File: config.mk
export PLATFORM = sky130hd
export DESIGN_NAME = pic8259_ctrl_logic
export DESIGN_NICKNAME = d
export VERILOG_FILES = /design/src/rtl/pic8259_pkg.sv /design/src/rtl/pic8259_icw_regs.sv /design/src/rtl/pic8259_ctrl_logic.sv
export SDC_FILE = /design/constraint.sdc
export NUM_CORES = 1
export LEC_CHECK = 0
export CORE_MARGIN = 4
export CORE_UTILIZATION = 30
export DETAILED_ROUTE_END_ITERATION = 6
export PLACE_DENSITY = 0.54
export SLEW_MARGIN = 10
export SYNTH_ARGS = -nofsm -noshare
export SYNTH_HDL_FRONTEND = slang
export SYNTH_HIERARCHICAL = 1
export SYNTH_SLANG_ARGS = --single-unit
File: constraint.sdc
create_clock -name clk -period 2.73 [get_ports clk]
set_clock_uncertainty 0.2 [all_clocks]
set_input_delay 0.546 -clock clk [delete_from_list [all_inputs] [get_ports clk]]
set_output_delay 0.546 -clock clk [all_outputs]
set_load 0.02 [all_outputs]
File: src/rtl/pic8259_pkg.sv
// Shared types and constants for the 8259A control logic.
// MCS80_MODE_EN enables the three-byte MCS-80/85 INTA sequence.
package pic8259_pkg;

   typedef enum logic [2:0] {
      InitIdle,
      InitWaitIcw2,
      InitWaitIcw3,
      InitWaitIcw4,
      InitReady
   } init_state_e;

   typedef enum logic [2:0] {
      AckIdle,
      AckPulse1,
      AckWait2,
      AckPulse2,
      AckWait3,
      AckPulse3
   } ack_state_e;

   localparam int unsigned Icw1Ic4  = 0;
   localparam int unsigned Icw1Sngl = 1;
   localparam int unsigned Icw1Adi  = 2;
   localparam int unsigned Icw4Upm  = 0;
   localparam int unsigned Icw4Aeoi = 1;

   localparam logic [7:0] CallOpcode = 8'hCD;

   // Lowest set bit wins when more than one request is presented.
   function automatic logic [2:0] onehot_to_index(input logic [7:0] onehot);
      logic [2:0] idx;
      idx = 3'd0;
      for (int i = 7; i >= 0; i--) begin
         if (onehot[i]) idx = i[2:0];
      end
      return idx;
   endfunction

endpackage

File: src/rtl/pic8259_icw_regs.sv
// Initialization command word capture: ICW1..ICW4 sequencing FSM and registers.
// Write strobes are levels; each is acted on at its rising edge.
module pic8259_icw_regs
   import pic8259_pkg::*;
(
   input  logic       clk,
   input  logic       rst_n,
   input  logic [7:0] data,
   input  logic       write_icw1,
   input  logic       write_icw2_4,
   output logic       icw1_edge,
   output logic       ready,
   output logic       sngl,
   output logic       adi,
   output logic [2:0] addr,
   output logic [7:0] icw2,
   output logic [7:0] icw3,
   output logic       upm,
   output logic       aeoi
);

   init_state_e state_q, state_d;
   logic        write_icw1_q, write_icw2_4_q;
   logic        icw2_4_edge;
   logic        ic4_q, ic4_d, sngl_q, sngl_d, adi_q, adi_d;
   logic [2:0]  addr_q, addr_d;
   logic [7:0]  icw2_q, icw2_d, icw3_q, icw3_d;
   logic        upm_q, upm_d, aeoi_q, aeoi_d;

   assign icw1_edge   = write_icw1 & ~write_icw1_q;
   assign icw2_4_edge = write_icw2_4 & ~write_icw2_4_q;

   always_ff @(posedge clk or negedge rst_n) begin
      if (!rst_n) begin
         state_q        <= InitIdle;
         write_icw1_q   <= 1'b0;
         write_icw2_4_q <= 1'b0;
         ic4_q          <= 1'b0;
         sngl_q         <= 1'b0;
         adi_q          <= 1'b0;
         addr_q         <= 3'd0;
         icw2_q         <= 8'd0;
         icw3_q         <= 8'd0;
         upm_q          <= 1'b0;
         aeoi_q         <= 1'b0;
      end else begin
         state_q        <= state_d;
         write_icw1_q   <= write_icw1;
         write_icw2_4_q <= write_icw2_4;
         ic4_q          <= ic4_d;
         sngl_q         <= sngl_d;
         adi_q          <= adi_d;
         addr_q         <= addr_d;
         icw2_q         <= icw2_d;
         icw3_q         <= icw3_d;
         upm_q          <= upm_d;
         aeoi_q         <= aeoi_d;
      end
   end

   always_comb begin
      state_d = state_q;
      ic4_d   = ic4_q;
      sngl_d  = sngl_q;
      adi_d   = adi_q;
      addr_d  = addr_q;
      icw2_d  = icw2_q;
      icw3_d  = icw3_q;
      upm_d   = upm_q;
      aeoi_d  = aeoi_q;
      if (icw1_edge) begin
         ic4_d   = data[Icw1Ic4];
         sngl_d  = data[Icw1Sngl];
         adi_d   = data[Icw1Adi];
         addr_d  = data[7:5];
         icw3_d  = 8'd0;
         upm_d   = 1'b0;
         aeoi_d  = 1'b0;
         state_d = InitWaitIcw2;
      end else if (icw2_4_edge) begin
         case (state_q)
            InitWaitIcw2: begin
               icw2_d = data;
               if (!sngl_q)    state_d = InitWaitIcw3;
               else if (ic4_q) state_d = InitWaitIcw4;
               else            state_d = InitReady;
            end
            InitWaitIcw3: begin
               icw3_d  = data;
               state_d = ic4_q ? InitWaitIcw4 : InitReady;
            end
            InitWaitIcw4: begin
               upm_d   = data[Icw4Upm];
               aeoi_d  = data[Icw4Aeoi];
               state_d = InitReady;
            end
            default: ;
         endcase
      end
   end

   assign ready = (state_q == InitReady);
   assign sngl  = sngl_q;
   assign adi   = adi_q;
   assign addr  = addr_q;
   assign icw2  = icw2_q;
   assign icw3  = icw3_q;
   assign upm   = upm_q;
   assign aeoi  = aeoi_q;

endmodule

File: src/rtl/pic8259_ctrl_logic.sv
// 8259A control logic: INT generation and the INTA sequence (vector, cascade, AEOI).
// Define MCS80_MODE_EN to support the three-pulse MCS-80/85 sequence when uPM=0.
module pic8259_ctrl_logic
   import pic8259_pkg::*;
#(
   parameter int unsigned VEC_W = 8
) (
   input  logic             clk,
   input  logic             rst_n,
   input  logic             sp_en_n,
   input  logic [VEC_W-1:0] internal_data_bus,
   input  logic             write_ICW_1,
   input  logic             write_ICW_2_4,
   input  logic [7:0]       INTERRUPT,
   input  logic             ACK,
   input  logic [2:0]       cascade_in,
   output logic             INT,
   output logic             LATCH,
   output logic             FREEZE,
   output logic [7:0]       CLR_IR,
   output logic [7:0]       EOI,
   output logic             OUT_CTRL_LOGIC_DATA,
   output logic [VEC_W-1:0] CTRL_LOGIC_DATA,
   output logic [2:0]       SLAVE_ID
);

   logic       icw1_edge, ready, sngl, adi, upm, aeoi;
   logic [2:0] addr;
   logic [7:0] icw2, icw3;

   pic8259_icw_regs u_icw_regs (
      .clk          (clk),
      .rst_n        (rst_n),
      .data         (internal_data_bus),
      .write_icw1   (write_ICW_1),
      .write_icw2_4 (write_ICW_2_4),
      .icw1_edge    (icw1_edge),
      .ready        (ready),
      .sngl         (sngl),
      .adi          (adi),
      .addr         (addr),
      .icw2         (icw2),
      .icw3         (icw3),
      .upm          (upm),
      .aeoi         (aeoi)
   );

   ack_state_e ack_state_q, ack_state_d;
   logic       ack_prev_q, ack_fall, ack_rise;
   logic [2:0] level_q, level_d, level_now;
   logic       int_q, int_d, latch_q, latch_d, freeze_q, freeze_d, oe_q, oe_d;
   logic [7:0] clr_ir_q, clr_ir_d, eoi_q, eoi_d, data_q, data_d;
   logic [2:0] slave_id_q, slave_id_d;
   logic       vec_drive, done, mcs80;
   logic [7:0] vector, byte2;

   assign ack_fall  = ack_prev_q & ~ACK;
   assign ack_rise  = ~ack_prev_q & ACK;
   assign level_now = onehot_to_index(INTERRUPT);
   assign vector    = {icw2[7:3], level_q};
   // A master keeps off the bus for cascaded levels; a slave drives only when addressed.
   assign vec_drive = sngl | (sp_en_n ? ~icw3[level_q] : (cascade_in == icw3[2:0]));

`ifdef MCS80_MODE_EN
   assign mcs80 = ~upm;
   assign byte2 = adi ? {addr, level_q, 2'b00} : {addr[2:1], level_q, 3'b000};
`else
   logic unused_mcs80;
   assign mcs80        = 1'b0;
   assign byte2        = vector;
   assign unused_mcs80 = ^{upm, adi, addr};
`endif

   always_ff @(posedge clk or negedge rst_n) begin
      if (!rst_n) begin
         ack_state_q <= AckIdle;
         ack_prev_q  <= 1'b1;
         level_q     <= 3'd0;
         int_q       <= 1'b0;
         latch_q     <= 1'b0;
         freeze_q    <= 1'b0;
         oe_q        <= 1'b0;
         clr_ir_q    <= 8'd0;
         eoi_q       <= 8'd0;
         data_q      <= 8'd0;
         slave_id_q  <= 3'd0;
      end else begin
         ack_state_q <= ack_state_d;
         ack_prev_q  <= ACK;
         level_q     <= level_d;
         int_q       <= int_d;
         latch_q     <= latch_d;
         freeze_q    <= freeze_d;
         oe_q        <= oe_d;
         clr_ir_q    <= clr_ir_d;
         eoi_q       <= eoi_d;
         data_q      <= data_d;
         slave_id_q  <= slave_id_d;
      end
   end

   always_comb begin
      ack_state_d = ack_state_q;
      level_d     = level_q;
      latch_d     = 1'b0;
      clr_ir_d    = 8'd0;
      eoi_d       = 8'd0;
      freeze_d    = freeze_q;
      oe_d        = oe_q;
      data_d      = data_q;
      slave_id_d  = slave_id_q;
      done        = 1'b0;
      if (icw1_edge) begin
         ack_state_d = AckIdle;
         freeze_d    = 1'b0;
         oe_d        = 1'b0;
         data_d      = 8'd0;
         slave_id_d  = 3'd0;
      end else if (ready) begin
         case (ack_state_q)
            AckIdle: if (ack_fall) begin
               level_d     = level_now;
               latch_d     = 1'b1;
               clr_ir_d    = 8'd1 << level_now;
               freeze_d    = 1'b1;
               ack_state_d = AckPulse1;
               if (sp_en_n && !sngl && icw3[level_now]) slave_id_d = level_now;
               // CALL opcode always comes from the master (or a lone controller).
               if (mcs80 && (sngl || sp_en_n)) begin
                  oe_d   = 1'b1;
                  data_d = CallOpcode;
               end
            end
            AckPulse1: if (ack_rise) begin
               oe_d        = 1'b0;
               data_d      = 8'd0;
               ack_state_d = AckWait2;
            end
            AckWait2: if (ack_fall) begin
               ack_state_d = AckPulse2;
               if (vec_drive) begin
                  oe_d   = 1'b1;
                  data_d = mcs80 ? byte2 : vector;
               end
            end
            AckPulse2: if (ack_rise) begin
               oe_d   = 1'b0;
               data_d = 8'd0;
               if (mcs80) ack_state_d = AckWait3;
               else       done        = 1'b1;
            end
            AckWait3: if (ack_fall) begin
               ack_state_d = AckPulse3;
               if (vec_drive) begin
                  oe_d   = 1'b1;
                  data_d = icw2;
               end
            end
            AckPulse3: if (ack_rise) begin
               oe_d   = 1'b0;
               data_d = 8'd0;
               done   = 1'b1;
            end
            default: ack_state_d = AckIdle;
         endcase
         if (done) begin
            ack_state_d = AckIdle;
            freeze_d    = 1'b0;
            slave_id_d  = 3'd0;
            if (aeoi) eoi_d = 8'd1 << level_q;
         end
      end
      int_d = ~icw1_edge & ready & (|INTERRUPT) & (ack_state_d == AckIdle);
   end

   assign INT                 = int_q;
   assign LATCH               = latch_q;
   assign FREEZE              = freeze_q;
   assign CLR_IR              = clr_ir_q;
   assign EOI                 = eoi_q;
   assign OUT_CTRL_LOGIC_DATA = oe_q;
   assign CTRL_LOGIC_DATA     = data_q;
   assign SLAVE_ID            = slave_id_q;

endmodule

==> summary.txt <==
Placed design
  – DP HPWL: 5200 um
  – DP Cell Count: 475
  – Area post-placement: 3710 um^2
  – GPL Wtd Cong: 0.790
  – PortBufs: 55

Cells and area
  – Fin cells: 492
  – Most frequent cells in the layout: dfrtp_1, clkdlybuf4s50_1, nor2_1, nand2_1, o21ai_1
  – Post-Route Utilization: 40.3%
  – Synthesis-to-layout area growth: 32.1%
  – Layout cells sized above 1: 15.6%
  – Most common cell after layout, fill and taps aside: dfrtp_1
  – Design area: 3920 um^2
  – # fillers: 993
  – Antenna Cells: 0
  – Final nets: 379

Global route
  – Global-route wire length before repair: 11700 um
  – Total GRT Usage: 12.9%
  – Remaining Overflow, GRT: 0
  – Antenna violations before repair: 0
  – Largest net degree at the start of global routing: 39
  – Vias in the first global route: 2339

Clocking
  – Clock Pin Slew Worst Setup and Hold Paths: 0.07 ns
  – CTS max path bufs: 2
  – Clk sinks: 62
  – Clock root buffer: clkbuf_8
  – Post-CTS setup buffer count: 0
  – Total CTS buffers: 9
  – H-tree Lvls: 3
  – Clk Latency, worst-skew pair: 0.34 ns
  – Number of gates resized after CTS: 0
  – CTS tree: done
  – Hold_buf cts: 1

Min path
  – Worst Hold End: FREEZE
  – Hold_sp: FREEZE
  – Min-Delay Path Depth: 2
  – Tightest Hold Check Type: reg -> reg

Detailed routing
  – DRT Wirelength: 7080 um
  – Via Count: 2350
  – Drt pass-1 iters: 4
  – Post-route ant nets: 0
  – WL/cell: 14.4 um
  – Via-per-instance ratio: 4.78
  – First DRT Iteration DRCs: 108
  – DRC: 0

Die
  – Num rows: 36
  – Io pins: 56
  – Starting Density: 30.5%
  – Chip height: 108 um
  – Total die area: 11600 um^2
  – Core area: 9730 um^2
  – Die width: 108 um

Critical path
  – Critical path launch point type: input pin
  – Worst reg-to-reg setup slack: 0.48 ns
  – Crit path arrival time: 2.40 ns
  – Crit path capture type: flip-flop
  – Critical path data required time: 2.75 ns
  – R2R cell count: 7
  – Kind of critical path: in -> reg
  – Crit Path Max Fanout: 6
  – RR Endpoint: CTRL_LOGIC_DATA[1]
  – Critical R2R Launch: level_q[0]

Synthesis
  – Yosys warnings: 6
  – Syn Inst Count: 288
  – Syn avg cell area: 10.3 um^2
  – Post-Syn Nets: 313
  – Mapped Area: 2970 um^2

STA
  – Final setup viols: 0
  – Worst hold slack: 0.292 ns
  – Tightest Pin Transition: 0.549 ns
  – Final setup TNS: 0 ns
  – Slew Limit Fails: 0
  – Period minus WS final: 2.38 ns
  – Max-slew headroom: 62.5%
  – Unrepaired setup endpoints after global routing: false
  – Final Hold Vio Count: 0
  – Final period util: 87.2%
  – Maximum clock rate: 420 MHz

Power and ir drop
  – Leak Pwr: 1.62 nW
  – Power Density: 627 nW/um^2
  – Maximum VDD drop: 326 uV

Outcome
  – Run status: finished, final reports clean

Job
  – Max cap viols: 0
## sequential cells by signal, indices dropped and copies added (netlist names)
register	flops
CLR_IR	8
CTRL_LOGIC_DATA	8
EOI	8
u_icw_regs/icw2	8
u_icw_regs/icw3	8
SLAVE_ID	3
ack_state_q	3
level_q	3
u_icw_regs/state_q	3
FREEZE	1
INT	1
LATCH	1
OUT_CTRL_LOGIC_DATA	1
ack_prev_q	1
u_icw_regs/aeoi	1
u_icw_regs/ic4_q	1
u_icw_regs/sngl	1
u_icw_regs/write_icw1_q	1
u_icw_regs/write_icw2_4_q	1
## metrics by stage
| stage | setup WS (ns) | power [W] |
|---|---|---|
| 6_report | 0.349 | 0.00246 |
| 3_3_place_gp | 0.0535 | 0.00165 |
| 5_1_grt | 0.194 | 0.00260 |
| 3_5_place_dp | -0.0384 | 0.00166 |
| 4_1_cts | 0.330 | 0.00249 |
| 2_1_floorplan | 0.588 | 0.00147 |
## power by group
group / internal [W] / total (W) / switching, W
registers: 0.00104 / 0.00117 / 0.000129
clock network: 0.000467 / 0.000819 / 0.000351
logic: 0.000258 / 0.000474 / 0.000217
total: 0.00176 / 0.00246 / 0.000697
## layer usage
layer / wire (um) / track usage [%] / up-vias
met5: 0 / 0 / -
met2: 3350 / 20.2 / 56
met4: 77 / 3.70 / 0
met1: 3220 / 17.8 / 1122
li1: - / - / 1162
met3: 428 / 3.30 / 10
## final cells by class
cell class                      instances  area (um^2)  share of cell area, %
Clock buffer                           12          155                   3.95
Clock inverter                          4         45.0                   1.15
Inverter                                8         30.0                  0.765
Multi-Input combinational cell        203         1300                   33.2
Sequential cell                        62         1550                   39.6
Tap cell                              133          166                   4.24
Timing Repair Buffer                   70          673                   17.2
## worst max-delay path, cell delays in order
cell and delay, ns:
clkdlybuf4s50_1 0.57, nor2_1 0.09, a2111oi_0 0.56, a2111oi_2 0.08, o221ai_2 0.23, o311ai_1 0.17
o2bb2ai_1 0.15
## worst max-delay path by stage
stage	end	from	cells past startpoint
after floorplan	SLAVE_ID[0]	INTERRUPT[1]	6
after global placement	SLAVE_ID[1]	INTERRUPT[3]	7
after detailed placement	SLAVE_ID[0]	INTERRUPT[3]	7
after CTS	SLAVE_ID[0]	INTERRUPT[3]	7
after global routing	SLAVE_ID[0]	INTERRUPT[3]	7
final	SLAVE_ID[0]	INTERRUPT[3]	7
Note: power is estimated with default switching activity, not from simulation.
